$ cat src/rtl/rc_adder8_reg.sv
// Registered ripple-carry adder: s/cout/ovf/zero = a + b + cin through a chain of full-adder cells.
// Latency: 1 cycle from in_valid sampled high to out_valid high; one result per cycle.
// Backpressure: none; an unread result is overwritten by the next valid capture.

// Half-adder cell: sum and carry of two bits.
module rc_half_adder (
  input  logic x_i,
  input  logic y_i,
  output logic s_o,
  output logic c_o
);
  assign s_o = x_i ^ y_i;
  assign c_o = x_i & y_i;
endmodule

// Full-adder cell: two half-adders with their carries ORed together.
module rc_full_adder (
  input  logic a_i,
  input  logic b_i,
  input  logic c_i,
  output logic s_o,
  output logic c_o
);
  logic p;
  logic g;
  logic pc;

  rc_half_adder u_ha0 (.x_i(a_i), .y_i(b_i), .s_o(p),   .c_o(g));
  rc_half_adder u_ha1 (.x_i(p),   .y_i(c_i), .s_o(s_o), .c_o(pc));

  assign c_o = g | pc;
endmodule

module rc_adder8_reg #(
  parameter int WIDTH = 8  // must be >= 2 so the signed-overflow tap c[WIDTH-1] exists
) (
  input  logic             clk,
  input  logic             rst_n,
  input  logic             in_valid,
  input  logic [WIDTH-1:0] a,
  input  logic [WIDTH-1:0] b,
  input  logic             cin,
  output logic             out_valid,
  output logic [WIDTH-1:0] s,
  output logic             cout,
  output logic             ovf,
  output logic             zero
);

  // Carry chain: c[0] is the carry-in, c[i+1] leaves cell i. Kept as a true
  // ripple so gate-level timing shows the full carry path.
  logic [WIDTH:0]   c;
  logic [WIDTH-1:0] sum_next;
  logic             cout_next;
  logic             ovf_next;
  logic             zero_next;

  assign c[0] = cin;

  for (genvar i = 0; i < WIDTH; i++) begin : g_cell
    rc_full_adder u_fa (
      .a_i(a[i]),
      .b_i(b[i]),
      .c_i(c[i]),
      .s_o(sum_next[i]),
      .c_o(c[i+1])
    );
  end

  // Signed overflow: carry into the sign bit differs from carry out of it.
  assign cout_next = c[WIDTH];
  assign ovf_next  = c[WIDTH] ^ c[WIDTH-1];
  assign zero_next = (sum_next == '0);

  logic [WIDTH-1:0] s_q, s_d;
  logic             cout_q, cout_d;
  logic             ovf_q, ovf_d;
  logic             zero_q, zero_d;
  logic             vld_q, vld_d;

  // Next state: capture the chain on a valid cycle, otherwise hold the result and drop valid.
  always_comb begin
    s_d    = s_q;
    cout_d = cout_q;
    ovf_d  = ovf_q;
    zero_d = zero_q;
    vld_d  = in_valid;
    if (in_valid) begin
      s_d    = sum_next;
      cout_d = cout_next;
      ovf_d  = ovf_next;
      zero_d = zero_next;
    end
  end

  // Output registers; reset leaves a cleared sum, so zero comes up set.
  always_ff @(posedge clk or negedge rst_n) begin
    if (!rst_n) begin
      s_q    <= '0;
      cout_q <= 1'b0;
      ovf_q  <= 1'b0;
      zero_q <= 1'b1;
      vld_q  <= 1'b0;
    end else begin
      s_q    <= s_d;
      cout_q <= cout_d;
      ovf_q  <= ovf_d;
      zero_q <= zero_d;
      vld_q  <= vld_d;
    end
  end

  assign s         = s_q;
  assign cout      = cout_q;
  assign ovf       = ovf_q;
  assign zero      = zero_q;
  assign out_valid = vld_q;

endmodule

$ cat config.mk
export PLATFORM = sky130hd
export DESIGN_NAME = rc_adder8_reg
export DESIGN_NICKNAME = d
export VERILOG_FILES = /design/src/rtl/rc_adder8_reg.sv
export SDC_FILE = /design/constraint.sdc
export NUM_CORES = 1
export LEC_CHECK = 0
export ABC_AREA = 0
export CORE_ASPECT_RATIO = 0.9
export CORE_MARGIN = 10
export CORE_UTILIZATION = 35
export DETAILED_ROUTE_END_ITERATION = 6
export PLACE_DENSITY = 0.79
export SLEW_MARGIN = 20
export SYNTH_ARGS = -nofsm -noshare
export SYNTH_HDL_FRONTEND = slang
export SYNTH_SLANG_ARGS = --single-unit
$ cat constraint.sdc
create_clock -name clk -period 0.8 [get_ports clk]
set_input_delay 0.24 -clock clk [delete_from_list [all_inputs] [get_ports clk]]
set_output_delay 0.24 -clock clk [all_outputs]
set_load 0.03 [all_outputs]
==> summary.md <==
| Metric | Value |
|---|---|
| Final Cycle Share | `431%` |
| Seq. cell area | `between 300 and 400 µm²` |
| Worst-path clk slew | `roughly 0.080 ns` |
| H-Tree Depth | `1` |
| Yosys reg bits | `12` |
| Max Cap Viol | `0` |
| Setup slack after layout | `-2.65 ns` |
| Slew HR | `~83%` |
| Mapped Area | `approximately 650 µm²` |
| Via-to-Cell Ratio | `4.53` |
| Static Leak | `0.593 nW` |
| GRT Resource Usage Total | `around a tenth` |
| Full die area | `between 3000 and 4000 µm²` |
| Synth area leader | `dfrtp_1` |
| Post-route DRC | `0` |
| Layout cell share with drive strength beyond 1 | `between 60% and 70%` |
| Global route overflow | `0` |
| Initial Utilization | `a little under two fifths` |
| Boundary pin count | `32` |
| Die Width | `~65 µm` |
| Clock Tree Root | `clkbuf_4` |
| Vias | `around 540` |
| Max clock buf depth | `2` |
| Clk Latency, worst-skew pair | `0.28 ns` |
| Antenna cell count | `0` |
| Synth top area cells | `dfrtp_1, fa_1, mux2_4, mux2_2, dfstp_2` |
| Chip height | `~61 µm` |
| Area share of the largest cell type after synthesis | `around 42%` |
| Row count | `14` |
| CTS sink count | `12` |
| Syn-to-layout area delta | `95.4%` |
| Crit Path Max Fanout | `2` |
| Worst slew pin tran | `0.260 ns` |
| Global-route wire length before repair | `around 3100 µm` |
| Buffers on Ports | `31` |
| Peak Freq | `0.290 GHz` |
| ANT nets after route | `0` |
| Worst Path Required | `between 1 and 1.5 ns` |
| Synth Instances | `roughly 40` |
| Ys Warns | `0` |
| Post-DR wirelength/cell | `between 15 and 20 µm` |
| Minimum clock period | `3.45 ns` |
| Multi-input logic area | `around 380 µm²` |
| Iter 0 DRT Violations | `24` |
| DR pass1 iterations | `4` |
| Worst Path Arrival | `about 3.7 ns` |
| Yosys cell types | `14` |
| Initial antenna violation count | `0` |
| Final setup vio count | `23` |
| Number of CTS-inserted buffers | `3` |
| Inst Count DP | `between 100 and 150` |
| Post-synthesis sequential area ratio | `46.4%` |
| PnR Total Power | `approximately 0.0026 W` |
| GPL Wtd Cong | `between 0.7 and 0.8` |
| Final instance count without filler cells | `118` |
| Violated checks | `negative setup slack` |
| PD cells | `roughly 2100 nW/µm²` |
| Worst vdd ir | `0.00187 V` |
| Syn_area_per_cell | `roughly 16 µm²` |
| Hold Path Class | `primary input to async pin` |
| Filler cells | `100` |
| Final core occ | `about three quarters` |
| Number of global-route vias before repair | `between 600 and 700` |
| CP Class | `primary input to flop` |
| TritonCTS clock tree | `yes` |
| Critical Path Start Type | `primary input` |
| Largest net degree at the start of global routing | `9` |
| Setup repair after global routing missed its margin | `true` |
| Worst Setup End Kind | `flop` |
| Placeable core area | `between 1500 and 2000 µm²` |
| CTS Hold Bufs | `0` |
| Hold Fails Final Rpt | `0` |
| Fin. max-slew vios | `0` |
| Nets | `123` |
| Outcome | `finished, violations left` |
| Hpwl dp | `~1400 µm` |
| Total length of routed wires | `2030 µm` |
| Synthesized Nets | `69` |
| Final Skew | `0 ns` |
| TNS Setup | `-21.71 ns` |
| Worst Hold Margin | `0.420 ns` |
layout by cell type, fill, tap and decap left out:
cell | Yosys | routed
dlymetal6s2s_1 | 0 | 2
xnor2_1 | 1 | 1
fa_2 | 0 | 8
inv_1 | 3 | 2
buf_6 | 1 | 13
mux2_4 | 5 | 8
nor2b_1 | 1 | 1
buf_4 | 0 | 14
clkbuf_8 | 0 | 1
clkdlybuf4s50_1 | 0 | 13
nor2_1 | 2 | 2
a31o_2 | 1 | 1
dlygate4sd2_1 | 0 | 1
dfrtp_1 | 11 | 11
buf_12 | 0 | 4
buf_2 | 0 | 3
clkbuf_4 | 0 | 3
nor4_1 | 1 | 1
dfstp_2 | 1 | 1
nor4b_4 | 0 | 1
a21oi_2 | 0 | 2
inv_2 | 0 | 1
per-stage QoR:
stage	setup slack, ns	cell area (µm²)
after detailed placement	-3.32	1090
after floorplan	-2.78	681
after CTS	-2.83	1240
after global placement	-3.27	1090
after global routing	-2.71	1270
final	-2.65	1270
critical path, stage by stage:
cell	delay (ns)
buf_6	0.10
fa_2	0.40
fa_2	0.35
fa_2	0.35
fa_2	0.35
fa_2	0.35
fa_2	0.34
fa_2	0.35
inv_2	0.06
fa_2	0.44
nor4b_4	0.14
a31o_2	0.19
logic make-up after synthesis:
kind of cell               share of synthesized area (%)
muxes                                               16.8
DFF                                                 46.4
xor gates and xnor gates                            1.35
adders and majority gates                           24.7
and+or+nand+nor                                     4.43
buffers and inverters                               3.47
AOI/OAI and AO/OA                                   2.89
cells in the mapped netlist:
master   instances
nor4_1           1
nor2_1           2
buf_6            1
inv_1            3
fa_1             8
xnor2_1          1
mux2_4           5
nor2b_1          1
dfrtp_1         11
a31o_2           1
a21oi_1          2
nor4b_1          1
mux2_2           3
dfstp_2          1
layout make-up:
cell class / instances / area share [%]
multi-input combinational: 25 / 29.9
tap: 24 / 2.37
sequential: 12 / 23.8
timing repair buffer: 50 / 40.2
inverter: 3 / 0.888
clock buffer: 4 / 2.86
layer usage:
layer  track usage [%]  up-vias  share of wire (%)
met5                 0        -                  0
met4              1.83        0                  0
met3              6.26        0                7.2
met2              18.5       16                 55
met1              10.4      276                 37
li1                  -      243                  -
power by group:
| group | total (W) | internal, W | switching [W] |
|---|---|---|---|
| Combinational | 0.00133 | 0.000786 | 0.000540 |
| Clock | 0.000486 | 0.000277 | 0.000209 |
| Sequential | 0.000822 | 0.000723 | 0.0000995 |
| Total | 0.00263 | 0.00179 | 0.000849 |
worst paths after layout:
check,from,to,slack (ns),depth (start not counted)
worst max-delay path,cin,zero$_DFFE_PN1P_,-2.65,12
worst min-delay path,rst_n,s[3]$_DFFE_PN0P_,0.42,2
worst max register to register,s[6]$_DFFE_PN0P_,s[6]$_DFFE_PN0P_,-0.22,3
worst min register to register,cout$_DFFE_PN0P_,cout$_DFFE_PN0P_,0.55,2
max in group asynchronous,rst_n,s[2]$_DFFE_PN0P_,0.27,2
min in group clk,cin,s[0]$_DFFE_PN0P_,0.48,3
sequential cells by signal (all words and copies together), names as in the netlist:
register and count:
ovf 1, out_valid 1, cout 1, zero 1, s 8
repair_timing:
item | 4_1_cts | 5_1_grt
setup endpoints to repair | 23 | 23
gates resized for setup | 27 | 5
setup buffers | 10 | 2
pin swaps | 9 | 8
cloned | 0 | 0
endpoints found under the hold margin | 0 | 0
(Power assumes the default switching activity.)
